<file path="src/rtl/red_pitaya_pwm_ramp.sv">
// Frame-synchronous setpoint ramp generator for a PWM: a small FIFO of
// {target, dwell} segments is slewed toward at step_i per frame, then held.
module red_pitaya_pwm_ramp #(
    parameter int CCW   = 24,
    parameter int DEPTH = 4,
    parameter int DW    = 16
) (
    input  logic           clk,
    input  logic           rstn,
    input  logic [CCW-1:0] tgt_i,
    input  logic [DW-1:0]  dwell_i,
    input  logic           tgt_valid_i,
    output logic           tgt_ready_o,
    input  logic [CCW-1:0] step_i,
    input  logic           hold_i,
    input  logic           clear_i,
    input  logic           pwm_s_i,
    output logic [CCW-1:0] cfg_o,
    output logic           busy_o,
    output logic           seg_done_o
);
    localparam int AW = $clog2(DEPTH);
    localparam int EW = CCW + DW;
    localparam logic [AW:0] FULL_CNT = (AW+1)'(DEPTH);

    typedef enum logic [1:0] {IDLE, RAMP, DWELL} state_t;

    logic [EW-1:0]  mem [DEPTH];
    logic [AW-1:0]  wr_ptr_reg, wr_ptr_next;
    logic [AW-1:0]  rd_ptr_reg, rd_ptr_next;
    logic [AW:0]    count_reg, count_next;
    logic           ready_reg;

    state_t         state_reg, state_next;
    logic [CCW-1:0] cfg_reg, cfg_next;
    logic [CCW-1:0] cur_tgt_reg, cur_tgt_next;
    logic [DW-1:0]  cur_dwell_reg, cur_dwell_next;
    logic [DW-1:0]  dwell_cnt_reg, dwell_cnt_next;
    logic           seg_done_reg, seg_done_next;

    logic           push, pop, empty, frame;
    logic [CCW-1:0] head_tgt;
    logic [DW-1:0]  head_dwell;
    logic [CCW:0]   sum, diff;
    logic [CCW-1:0] ramp_val;

    assign {head_tgt, head_dwell} = mem[rd_ptr_reg];
    assign empty = (count_reg == '0);
    assign frame = pwm_s_i & ~hold_i & ~clear_i;

    // A pop on the same edge frees a slot, so a push is taken even when full.
    assign push = rstn & tgt_valid_i & ~clear_i & (ready_reg | pop);

    // One extra bit keeps the slew from wrapping at either end of the range.
    assign sum  = {1'b0, cfg_reg} + {1'b0, step_i};
    assign diff = {1'b0, cfg_reg} - {1'b0, step_i};

    always_comb begin
        ramp_val = cur_tgt_reg;
        if (cfg_reg < cur_tgt_reg) begin
            if ((step_i != '0) && (sum < {1'b0, cur_tgt_reg}))
                ramp_val = sum[CCW-1:0];
        end else if (cfg_reg > cur_tgt_reg) begin
            if ((step_i != '0) && !diff[CCW] && (diff[CCW-1:0] > cur_tgt_reg))
                ramp_val = diff[CCW-1:0];
        end
    end

    always_comb begin
        state_next     = state_reg;
        cfg_next       = cfg_reg;
        cur_tgt_next   = cur_tgt_reg;
        cur_dwell_next = cur_dwell_reg;
        dwell_cnt_next = dwell_cnt_reg;
        seg_done_next  = 1'b0;
        pop            = 1'b0;
        if (clear_i) begin
            state_next = IDLE;
        end else if (frame) begin
            case (state_reg)
                IDLE: begin
                    if (!empty) begin
                        pop            = 1'b1;
                        cur_tgt_next   = head_tgt;
                        cur_dwell_next = head_dwell;
                        state_next     = RAMP;
                    end
                end
                RAMP: begin
                    cfg_next = ramp_val;
                    if (ramp_val == cur_tgt_reg) begin
                        state_next     = DWELL;
                        dwell_cnt_next = cur_dwell_reg;
                    end
                end
                DWELL: begin
                    if (dwell_cnt_reg != '0) begin
                        dwell_cnt_next = dwell_cnt_reg - 1'b1;
                    end else begin
                        seg_done_next = 1'b1;
                        if (!empty) begin
                            pop            = 1'b1;
                            cur_tgt_next   = head_tgt;
                            cur_dwell_next = head_dwell;
                            state_next     = RAMP;
                        end else begin
                            state_next = IDLE;
                        end
                    end
                end
                default: state_next = IDLE;
            endcase
        end
    end

    always_comb begin
        wr_ptr_next = wr_ptr_reg + AW'(push);
        rd_ptr_next = rd_ptr_reg + AW'(pop);
        count_next  = count_reg + (AW+1)'(push) - (AW+1)'(pop);
        if (clear_i) begin
            wr_ptr_next = '0;
            rd_ptr_next = '0;
            count_next  = '0;
        end
    end

    always_ff @(posedge clk) begin
        if (push)
            mem[wr_ptr_reg] <= {tgt_i, dwell_i};
    end

    always_ff @(posedge clk) begin
        if (!rstn) begin
            state_reg     <= IDLE;
            cfg_reg       <= '0;
            cur_tgt_reg   <= '0;
            cur_dwell_reg <= '0;
            dwell_cnt_reg <= '0;
            seg_done_reg  <= 1'b0;
            wr_ptr_reg    <= '0;
            rd_ptr_reg    <= '0;
            count_reg     <= '0;
            ready_reg     <= 1'b0;
        end else begin
            state_reg     <= state_next;
            cfg_reg       <= cfg_next;
            cur_tgt_reg   <= cur_tgt_next;
            cur_dwell_reg <= cur_dwell_next;
            dwell_cnt_reg <= dwell_cnt_next;
            seg_done_reg  <= seg_done_next;
            wr_ptr_reg    <= wr_ptr_next;
            rd_ptr_reg    <= rd_ptr_next;
            count_reg     <= count_next;
            ready_reg     <= (count_next != FULL_CNT);
        end
    end

    assign tgt_ready_o = ready_reg;
    assign cfg_o       = cfg_reg;
    assign busy_o      = (state_reg != IDLE);
    assign seg_done_o  = seg_done_reg;

endmodule

</file>
<file path="config.mk">
export PLATFORM = sky130hd
export DESIGN_NAME = red_pitaya_pwm_ramp
export DESIGN_NICKNAME = d
export VERILOG_FILES = /design/src/rtl/red_pitaya_pwm_ramp.sv
export SDC_FILE = /design/constraint.sdc
export NUM_CORES = 1
export LEC_CHECK = 0
export ABC_CLOCK_PERIOD_IN_PS = 13200
export CORE_MARGIN = 2
export CORE_UTILIZATION = 45
export DETAILED_ROUTE_END_ITERATION = 8
export SLEW_MARGIN = 20
export SYNTH_ARGS = -nofsm -noshare
export SYNTH_HDL_FRONTEND = slang
export SYNTH_SLANG_ARGS = --single-unit
</file>
<file path="constraint.sdc">
create_clock -name clk -period 13.2 [get_ports clk]
set_input_delay 1.32 -clock clk [delete_from_list [all_inputs] [get_ports clk]]
set_output_delay 1.32 -clock clk [all_outputs]
set_load 0.01 [all_outputs]
</file>
# After elaboration in Yosys (flattened, before gate mapping)
# Memory sizes are Yosys's and may differ from the RTL's. A register that Yosys moved wholly into a read port is not among the register bits.
# Cells that the tools add are included.
[word_totals]
reg_bits = 91
latchBits = 0
ramBits = 160
romBits = 0
inputBits = 70
out_inout_bits = 27
word_cells = 86
n_memories = 1
[classes]
addsub = 7
mul = 0
div_mod_pow = 0
magnitude_cmp = 4
n_eq_ne = 8
n_shift = 0
muxes = 28
bitwise = 11
reduce_logical = 17
[memory_table]
columns = ["memory", "words", "width", "rd", "rd_clocked_by_memory_dff", "write_ports", "line_no", "source"]
rows = [
  ["mem", 4, 40, 1, 1, 1, "28", "logic [EW-1:0] mem [DEPTH];"],
]
[ops]
columns = ["op", "count"]
rows = [
  ["24-bit 2-to-1 mux", 6],
  ["16-bit 2-to-1 mux", 4],
  ["16-bit one-hot mux with 2 select lines", 2],
  ["24-bit > comparator", 2],
  ["24-bit one-hot mux with 2 select lines", 1],
  ["24-bit by 24-bit adder with 25-bit output", 1],
  ["25-bit by 24-bit less-than comparator with 1-bit output", 1],
  ["24-bit by 24-bit subtractor with 25-bit output", 1],
  ["24-bit == test", 1],
  ["24-bit less-than comparator", 1],
  ["24-bit nonzero test", 1],
  ["16-bit nonzero test", 1],
  ["16-bit by 1-bit subtractor with 16-bit output (second input constant)", 1],
  ["1-bit 2-to-1 mux", 8],
  ["2-bit 2-to-1 mux", 4],
  ["2-bit inequality test (second input constant)", 4],
  ["4-bit AND reduction", 2],
  ["2-bit one-hot mux with 3 select lines", 1],
  ["2-bit nonzero test", 3],
  ["1-bit bitwise AND", 5],
  ["1-bit NOT", 5],
  ["5-bit AND reduction", 1],
  ["2-bit by 1-bit adder with 2-bit output", 2],
  ["4-bit OR reduction", 1],
  ["other kinds (14)", 16],
]

# Depth between registers and ports, before layout
# Gate-level depths: netlist of the first run.
[logic_depth]
depth_word = 12
mapped_depth = 26
depth_no_buf = 23

# Least setup slack after synthesis of the first run
# OpenSTA, ideal clock, no wires.
[synth_timing]
path_type = "input to register"
from = "input port step_i[10]"
to = "register dwell_cnt_reg[5]"
setup_time_ns = 0.086
t_arrival_ns = 6.216
t_required_ns = 13.114
slack_ns = 6.898
stages = 22
n_path_buf = 2
path_cell_list = "inv_1 > ha_1 > or3_1 > or3_1 > clkbuf_1 > nor4_1 > a211oi_1 > o21ai_1 > xnor2_1 > ha_1 > a21o_1 > a211oi_1 > o2111ai_1 > a211o_1 > or3_1 > buf_2 > nor2_1 > nor3_1 > o41a_1 > nor4_4 > a21oi_4 > a221oi_2"
[synth_between]
elab_chain_cells = 10
word_cells_on_any_way = 16
classes_between = "2 x add/sub; 2 x order compare; 2 x eq/ne; 4 x mux; 6 x reduce/logical"
[synth_rtl]
columns = ["item", "line_no", "source"]
rows = [
  ["start: declaration", "14", "input logic [CCW-1:0] step_i,"],
  ["branches (longest 6 deep; another with 24-bit by 24-bit subtractor with 25-bit output)", "n/a", ""],
  ["24-bit 2-to-1 mux (*)", "60", "if (cfg_reg < cur_tgt_reg) begin"],
  ["24-bit == test (*)", "91", "if (ramp_val == cur_tgt_reg) begin"],
  ["2-bit inequality test (no line) (*)", "n/a", ""],
  ["5-bit AND reduction (no line) (*)", "n/a", ""],
  ["end signal: assignment", "149", "dwell_cnt_reg <= dwell_cnt_next;"],
  ["end: declaration", "38", "logic [DW-1:0] dwell_cnt_reg, dwell_cnt_next;"],
]
# Every way passes the cells marked *.
# A chain may end at the register's enable or synchronous reset.

# Worst setup path after layout of the first run
[layout_timing]
from = "input port step_i[2]"
to = "register dwell_cnt_reg[0]"
# The elaborated chain is that of the path after synthesis.

==> reports/metrics.cfg, run 1 <==
[critical_path]
cp-end-kind=flop
cp.arrival_ps=9030
path_class=input port to flop
path_max_fanout=21
r2r_slack_ps=5650
worstPathRequired_ps=13670
startpoint_type=input port

[clock_tree]
cts.reportedPaths.clkPinSlew_ps=60
cts_hold_buffers=0
cts_buffers=28
cts.sink_count=251
cts_tree=built
clk_path_buf_depth=3
cts_root_buffer=clkbuf_16
clock_latency_ps=540
cts.htree.levels=1
post-cts-setup-buffers=0
postCtsResizedCells=0

[power_and_ir_drop]
vdd_drop_max_mv=0.123
p_leak_nw=6.40
power_w=0.00178
p_per_area_nw_per_um2=98.9

[grt]
grt_max_degree=102
grt_pass1_vias=12400
gr-total-overflow=0
antenna_found_initial=0
grt_usage_pct=27.0
grt_pass1_wl_mm=75.9

[cells_and_area]
area_growth_pct=14.4
nNetsFinal=1811
nFillCells=3147
antenna_cells=0
largest_register_ffs=160
drive_gt1_share_pct=8.19

[hold_path]
hp-class=flop to flop

[detailed_routing]
wl_per_cell_um=23.4
drt_iter0_drc=1243
vias=12900
wl_mm=48.9
detail_route.first_pass.iterations=5
vias_per_cell=6.16
ant_nets=0
drcViolationCount=0

[placed_design]
io_buffers=96
gp_congestion=0.982
hpwlAfterDp_mm=36.5

[floorplan]
die_x_um=191
start_util_pct=45.6
die_h_um=191
io_pins=97
dieArea_um2=36500
rows=68
core_region_area_um2=34500

[run]
drv_cap=0

[logic_synthesis]
ys_types=92
avgSynthCellArea_um2=10.1
netlist_top_cells_area=edfxtp_1 30%, dfxtp_1 12%, ha_1 9.8%
synth_top_cell_area_share_pct=30.5
yosysSeqAreaShare_pct=42.0
synth.largest_area_cell=edfxtp_1
synth_edf_count=160
synthesis.nets=1752
synthesis.area_um2=15800
ys.flop_type=edfxtp_1
yosys_warnings=0
synthCells=1555
synth_seq_cells=251
ys_async_sr_fraction_pct=0

[timing]
tightest_slew_ps=1100
maxSlewViolCount=0
slew_headroom_pct=26.7
clock_skew_ps=12.7
fin_tns_setup_ps=0
hold_violations=0
fmax_mhz=117
min_period_over_period_pct=64.8
finalSetupViolations=0
period_needed_ps=8560
rsz0062_at_grt=false

[outcome]
outcome=complete, no violations

[Yosys cell counts (13+ instances only)]
cell type    n
nor2_1      76
a211oi_1    23
a21o_1      14
inv_1       89
a21boi_0    44
o22ai_1     16
clkbuf_1    58
ha_1       124
xnor2_1     39
edfxtp_1   160
o21bai_1    13
nor2b_1     22
nor3_1      52
dfxtp_1     91
and3_1      16
o211ai_1    28
xor2_1      18
nand2b_1    16
nand4_1     21
o21ai_0     60
nand2_1    162
nor4_1      17
a21oi_1     97
nand3_1     44
mux4_2      40
[stage by stage]
step	hold WS (ps)	util (%)	setup WS (ps)	cell area (µm²)	std cells
floorplan	443	-	6900	15800	1555
global placement	456	49.4	4270	17100	2039
detailed placement	462	49.4	4280	17100	2039
CTS	471	52.2	4830	18000	2091
global route	490	52.2	4190	18000	2091
finish	464	52.2	4640	18000	2091
[area by class of cell]
class                   instances  area (µm²)  area share [%]
clock buffers                  41         786            4.35
clock inverters                11         179           0.992
inverters                      90         338            1.87
multi-input cells            1135        8490            47.1
flip-flops and latches        251        6630            36.8
well taps                     455         569            3.16
repair buffers                108        1050            5.80
[cells by family after synthesis]
group / Yosys count / share of synthesized area (%)
muxes: 46 / 6.10
and+or+nand+nor: 476 / 14.7
buffers and inverters: 169 / 4.25
AOI/OAI and AO/OA: 427 / 19.2
adders and majority gates: 127 / 10.2
xor gates and xnor gates: 59 / 3.45
DFF: 251 / 42.0
[per-layer routing]
metal  track usage [%]  wire length (µm)
met5                 0                 0
met4              7.07              1140
met3              3.29              3210
met2              40.5             21000
met1              41.0             23500
[worst paths after layout]
kind / endpoint / from / depth (start not counted)
max: dwell_cnt_reg[0] / step_i[2] / 20
min: cur_dwell_reg[7] / cur_dwell_reg[7] / 2
max reg2reg: dwell_cnt_reg[0] / cfg_o[7] / 19
min reg2reg: cur_dwell_reg[7] / cur_dwell_reg[7] / 2
[placed cells by master, fill, tap and decap left out, drive strengths merged, types with 13 or more instances in the layout]
cell and n:
a211oi 24, a21boi 45, a21o 15, a21oi 98, a221oi 15, and3 16
buf 13, clkbuf 41, clkdlybuf4s50 95, dfxtp 91, edfxtp 160, ha 124
inv 92, mux4 40, nand2 163, nand2b 16, nand3 45, nand4 22
nor2 77, nor2b 22, nor3 52, nor4 18, o211ai 28, o21ai 65
o21bai 13, o22ai 16, xnor2 39, xor2 18
[power by group]
group          internal [W]  switching [W]
registers          0.000837     0.00000131
logic             0.0000555      0.0000846
clock network      0.000493       0.000312
[worst max-delay path: stages]
cell	delay (ps)
clkdlybuf4s50_1	660
inv_1	80
ha_1	430
a221oi_1	670
a2111o_1	600
a21oi_1	160
xnor2_1	630
inv_1	100
ha_1	300
nand4_1	210
nor4_1	380
nand2_1	100
o221ai_1	200
or3_1	770
nand2_1	470
a32o_1	430
a2111oi_4	360
nand4_2	450
o32a_1	500
o211ai_1	170
Note: power is estimated with default switching activity, not from simulation.
==> run 2, diff against run 1 <==
--- a/config.mk
+++ b/config.mk
@@ -5,7 +5,7 @@
 export SDC_FILE = /design/constraint.sdc
 export NUM_CORES = 1
 export LEC_CHECK = 0
-export ABC_CLOCK_PERIOD_IN_PS = 13200
+export ABC_CLOCK_PERIOD_IN_PS = 8600
 export CORE_MARGIN = 2
 export CORE_UTILIZATION = 45
 export DETAILED_ROUTE_END_ITERATION = 8
==> constraint.sdc (replaced) <==
create_clock -name clk -period 8.6 [get_ports clk]
set_input_delay 0.86 -clock clk [delete_from_list [all_inputs] [get_ports clk]]
set_output_delay 0.86 -clock clk [all_outputs]
set_load 0.01 [all_outputs]
==> reports/metrics.cfg, run 2 (same netlist as run 1, synthesis figures left out) <==
[clock_tree]
clk_path_buf_depth=3  ; unchanged
clock_latency_ps=560  ; was 540 ps
cts_tree=built  ; unchanged
cts.sink_count=251  ; unchanged
cts_hold_buffers=0  ; unchanged
cts.htree.levels=1  ; unchanged
post-cts-setup-buffers=0  ; unchanged
cts_buffers=27  ; was 28
postCtsResizedCells=0  ; unchanged
cts_root_buffer=clkbuf_16  ; unchanged
cts.reportedPaths.clkPinSlew_ps=70  ; was 60 ps

[timing]
slew_headroom_pct=28.5  ; was 26.7%
hold_violations=0  ; unchanged
period_needed_ps=7610
fmax_mhz=131
finalSetupViolations=0  ; unchanged
fin_tns_setup_ps=0  ; unchanged
maxSlewViolCount=0  ; unchanged
timing.hold.ws_ps=474  ; was 464 ps
rsz0062_at_grt=false  ; unchanged
tightest_slew_ps=1060  ; was 1100 ps
clock_skew_ps=13.3  ; was 12.7 ps
min_period_over_period_pct=88.5

[critical_path]
path_class=input port to flop  ; unchanged
worstPathRequired_ps=9080  ; was 13670 ps
cp-end-kind=flop  ; unchanged
r2r-end=dwell_cnt_reg[0]  ; unchanged
cp.arrival_ps=8090  ; was 9030 ps
startpoint_type=input port  ; unchanged
r2r_slack_ps=1500  ; was 5650 ps
rr_startpoint=cfg_o[5]  ; was cfg_o[7]
path_max_fanout=16  ; was 21
reg2reg_depth=19  ; unchanged

[detailed_routing]
wl_met3_mm=3.68  ; was 3.21 mm
wl_mm=49.4  ; was 48.9 mm
vias=12900  ; about the same
highest_layer=met4  ; unchanged
wl_met1_mm=23.2  ; was 23.5 mm
drt_iter0_drc=1194  ; was 1243
ant_nets=0  ; unchanged
route.met2.wl_mm=21.4  ; was 21.0 mm
detail_route.first_pass.iterations=5  ; unchanged
wl_per_cell_um=23.5  ; was 23.4 µm
drcViolationCount=0  ; unchanged
vias_per_cell=6.15  ; was 6.16

[placed_design]
gp_congestion=0.983  ; was 0.982
io_buffers=96  ; unchanged
hpwlAfterDp_mm=37.5  ; was 36.5 mm
dp.cells=2052  ; was 2039
dpl_cell_area_um2=17200  ; was 17100 µm²

[run]
drv_cap=0  ; unchanged

[cells_and_area]
final_cell_mix=162 x nand2_1, 160 x edfxtp_1, 124 x ha_1  ; unchanged
stdcell_area_um2=18100  ; was 18000 µm²
nFillCells=3202  ; was 3147
largest_register_ffs=160  ; unchanged
antenna_cells=0  ; unchanged
nNetsFinal=1823  ; was 1811
finalNonFillerCells=2102  ; was 2091
area_growth_pct=14.8  ; was 14.4%
layout_commonest_cell=nand2_1  ; unchanged
drive_gt1_share_pct=8.68  ; was 8.19%

[power_and_ir_drop]
vdd_drop_max_mv=0.181  ; was 0.123 mV
p_leak_nw=6.42  ; was 6.40 nW
p_per_area_nw_per_um2=149  ; was 98.9 nW/µm²

[grt]
antenna_found_initial=0  ; unchanged
grt_max_degree=102  ; unchanged
gr-total-overflow=0  ; unchanged
grt_pass1_wl_mm=74.6  ; was 75.9 mm
grt_usage_pct=26.9  ; was 27.0%
grt_pass1_vias=12100  ; was 12400

[hold_path]
hp-class=flop to flop  ; unchanged
min-delay-start=cur_dwell_reg[6]  ; was cur_dwell_reg[7]
hold_depth=2  ; unchanged
hold-path-endpoint=cur_dwell_reg[6]  ; was cur_dwell_reg[7]

[floorplan]
dieArea_um2=36500  ; unchanged
die_h_um=191  ; unchanged
die_x_um=191  ; unchanged
core_region_area_um2=34500  ; unchanged
io_pins=97  ; unchanged
rows=68  ; unchanged
start_util_pct=45.6  ; unchanged

[outcome]
outcome=complete, no violations  ; unchanged

-- run 2: how the worst max path moves through the flow --
stage	from	to	slack, ps	cells after the start
2_1_floorplan	dwell_cnt_reg[7]	mem[1][0]	2580	11
3_3_place_gp	step_i[6]	dwell_cnt_reg[0]	890	21
3_5_place_dp	step_i[6]	dwell_cnt_reg[0]	660	21
4_1_cts	step_i[6]	dwell_cnt_reg[0]	1220	21
5_1_grt	step_i[6]	dwell_cnt_reg[0]	740	21
6_report	step_i[6]	dwell_cnt_reg[0]	990	21
-- run 2: critical path, cell delays in order --
cell and delay (ps):
clkdlybuf4s50_1 560, inv_1 70, ha_1 540, nand2_1 190, nor3_1 360, a21boi_0 890, o221ai_1 250, xor2_1 450
inv_1 90, ha_1 340, nand4_1 120, nor4_1 310, a211oi_1 160, a211oi_2 390, nand2_2 280, a2111oi_2 370
o2111ai_1 280, a2111oi_4 450, nand4_2 450, o32a_1 500, o211ai_1 160
-- run 2: area by class of cell --
cell class	count	area, µm²	share of cell area, %
repair buffers	121	1140	6.32
well taps	455	569	3.15
clock buffers	31	691	3.82
clock inverters	19	218	1.20
flip-flops and latches	251	6630	36.6
inverters	90	338	1.87
multi-input cells	1135	8500	47.0
-- run 2: metal layers --
metal | GRT usage [%] | vias to the layer above
met5 | 0 | -
met2 | 40.3 | 515
met1 | 41.0 | 6320
met3 | 3.65 | 81
met4 | 6.48 | 0
li1 | - | 6017
-- run 2: stage by stage --
stage                     setup WS (ps)  power, W  util (%)
final                               991   0.00269      52.4
after CTS                          1220   0.00272      52.3
after detailed placement            663   0.00153      49.7
after global routing                743   0.00278      52.4
after global placement              895   0.00153      49.7
after floorplan                    2580   0.00143         -
-- run 2: where the power goes --
part	total [W]	internal, W	switching, W	leakage [nW]
registers	0.00129	0.00128	0.00000202	2.18
logic	0.000219	0.0000875	0.000131	3.81
clock network	0.00118	0.000701	0.000483	0.436
total	0.00269	0.00207	0.000616	6.42
==> run 3, diff against run 2 <==
--- a/config.mk
+++ b/config.mk
@@ -5,8 +5,7 @@
 export SDC_FILE = /design/constraint.sdc
 export NUM_CORES = 1
 export LEC_CHECK = 0
-export ABC_CLOCK_PERIOD_IN_PS = 8600
-export CORE_MARGIN = 2
+export ABC_CLOCK_PERIOD_IN_PS = 8850
 export CORE_UTILIZATION = 45
 export DETAILED_ROUTE_END_ITERATION = 8
 export SLEW_MARGIN = 20
==> constraint.sdc (replaced) <==
create_clock -name clk -period 8.85 [get_ports clk]
set_input_delay 0.885 -clock clk [delete_from_list [all_inputs] [get_ports clk]]
set_output_delay 0.885 -clock clk [all_outputs]
set_load 0.01 [all_outputs]
==> reports/metrics.cfg, run 3 (same netlist as run 1, synthesis figures left out) <==
[clock_tree]
clock_latency_ps=570  ; was 560 ps
post-cts-setup-buffers=0  ; unchanged
cts_hold_buffers=0  ; unchanged
clk_path_buf_depth=3  ; unchanged
cts_buffers=28  ; was 27
cts_root_buffer=clkbuf_16  ; unchanged
cts_tree=built  ; unchanged
cts.reportedPaths.clkPinSlew_ps=60  ; was 70 ps
postCtsResizedCells=0  ; unchanged
cts.htree.levels=1  ; unchanged
cts.sink_count=251  ; unchanged

[power_and_ir_drop]
internal-power_w=0.00195  ; was 0.00207 W
p_leak_nw=6.41  ; was 6.42 nW
p_per_area_nw_per_um2=143  ; was 149 nW/µm²
comb_power_share_pct=8.3  ; was 8.1%
clockPowerShare_pct=43.1  ; was 44.0%
switching_share_pct=24.3  ; was 22.9%
vdd_drop_max_mv=0.165  ; was 0.181 mV
switchingPower_w=0.000626  ; was 0.000616 W
seqPwrFrac_pct=48.5  ; was 47.8%

[timing]
hold_violations=0  ; unchanged
fin_tns_setup_ps=0  ; unchanged
fmax_mhz=128
clock_skew_ps=18.2  ; was 13.3 ps
finalSetupViolations=0  ; unchanged
slew_headroom_pct=27.9  ; was 28.5%
min_period_over_period_pct=88.4
rsz0062_at_grt=false  ; unchanged
maxSlewViolCount=0  ; unchanged
tightest_slew_ps=1080  ; was 1060 ps
period_needed_ps=7830

[detailed_routing]
wl_per_cell_um=23.6  ; was 23.5 µm
drcViolationCount=0  ; unchanged
vias=12900  ; about the same
vias_per_cell=6.13  ; was 6.15
drt_iter0_drc=1226  ; was 1194
wl_mm=49.6  ; was 49.4 mm
detail_route.first_pass.iterations=5  ; unchanged
ant_nets=0  ; unchanged

[floorplan]
die_h_um=189  ; was 191 µm
dieArea_um2=35800  ; was 36500 µm²
start_util_pct=45.6  ; unchanged
io_pins=97  ; unchanged
rows=68  ; unchanged
core_region_area_um2=34500  ; unchanged
die_x_um=189  ; was 191 µm

[cells_and_area]
largest_register_ffs=160  ; unchanged
layout_commonest_cell=nand2_1  ; unchanged
final_cell_mix=162 x nand2_1, 160 x edfxtp_1, 124 x ha_1  ; unchanged
drive_gt1_share_pct=8.69  ; was 8.68%
finalNonFillerCells=2102  ; unchanged
nNetsFinal=1822  ; was 1823
area_growth_pct=14.5  ; was 14.8%

[critical_path]
cp_slowest_cell=a21boi_0  ; unchanged
path_class=input port to flop  ; unchanged
path_max_fanout=22  ; was 16
crit_chain=clkdlybuf4s50_1 > inv_1 > ha_1 > nand2_1 > nor3_1 > a21boi_0 > o221ai_1 > xor2_1 > inv_1 > ha_1 > nand4_1 > nor4_1 > a211oi_1 > a211oi_2 > nand2_2 > a2111oi_2 > o2111ai_1 > a2111oi_4 > nand4_2 > o32a_1 > o211ai_1  ; unchanged
worstPathRequired_ps=9340  ; was 9080 ps
cp.arrival_ps=8310  ; was 8090 ps
rr_startpoint=cfg_o[7]  ; was cfg_o[5]
cp-end-kind=flop  ; unchanged
setup.worst_path.start=step_i[7]  ; was step_i[6]
slowest_delay_ps=760  ; was 890 ps
startpoint_type=input port  ; unchanged

[placed_design]
dp.cells=2049  ; was 2052
io_buffers=96  ; unchanged
gp_congestion=0.957  ; was 0.983
hpwlAfterDp_mm=36.8  ; was 37.5 mm

[grt]
antenna_found_initial=1  ; was 0
grt_max_degree=102  ; unchanged
gr-total-overflow=0  ; unchanged
grt_pass1_wl_mm=76.3  ; was 74.6 mm
grt_pass1_vias=12400  ; was 12100
grt_usage_pct=27.9  ; was 26.9%

[run]
drv_cap=0  ; unchanged

[hold_path]
min-delay-start=cur_dwell_reg[6]  ; unchanged
hp-class=flop to flop  ; unchanged

[outcome]
outcome=complete, no violations  ; unchanged

-- run 3: cell type report --
type                    instances  area [µm²]
diodes                          1        2.50
clock buffers                  33         719
inverters                      90         338
fillers                      3216       16500
multi-input cells            1135        8490
flip-flops and latches        251        6630
clock inverters                18         155
repair buffers                119        1140
well taps                     455         569
-- run 3: path summary, 6_finish.rpt --
kind / endpoint / slack (ps) / cells after the start
setup / recovery: dwell_cnt_reg[0] / 1020 / 21
hold / removal: cur_dwell_reg[6] / 470 / 2
setup reg to reg: dwell_cnt_reg[0] / 1580 / 19
hold reg to reg: cur_dwell_reg[6] / 470 / 2
-- run 3: worst max-delay path: cells and delay by family --
kind	cells	cell delay, ps
AO/OA/AOI/OAI	9	3220
XOR/XNOR	1	500
adder cells (fa/ha/maj)	2	980
buffers and inverters	3	820
AND/OR/NAND/NOR	6	1860
-- run 3: metal layers --
metal	global-route usage, %	share of wire [%]
met1	42.3	48
met2	41.5	42
met3	3.87	6.8
met4	7.32	2.7
met5	0	0
-- run 3: power groups by stage --
stage | clock, W | combinational [W] | sequential, W
2_1_floorplan | 0 | 0.000117 | 0.00128
3_5_place_dp | 0 | 0.000209 | 0.00128
6_report | 0.00111 | 0.000214 | 0.00125
5_1_grt | 0.00119 | 0.000230 | 0.00125
4_1_cts | 0.00113 | 0.000210 | 0.00125
3_3_place_gp | 0 | 0.000208 | 0.00128
-- run 3: stage by stage --
stage / utilization, % / total power (W) / area (µm²) / hold slack [ps] / worst slack (ps)
4_1_cts: 52.2 / 0.00259 / 18000 / 469 / 1240
6_report: 52.2 / 0.00258 / 18000 / 466 / 1020
3_3_place_gp: 49.7 / 0.00148 / 17200 / 455 / 667
2_1_floorplan: - / 0.00139 / 15800 / 443 / 2830
3_5_place_dp: 49.7 / 0.00148 / 17200 / 460 / 706
5_1_grt: 52.2 / 0.00267 / 18000 / 490 / 650
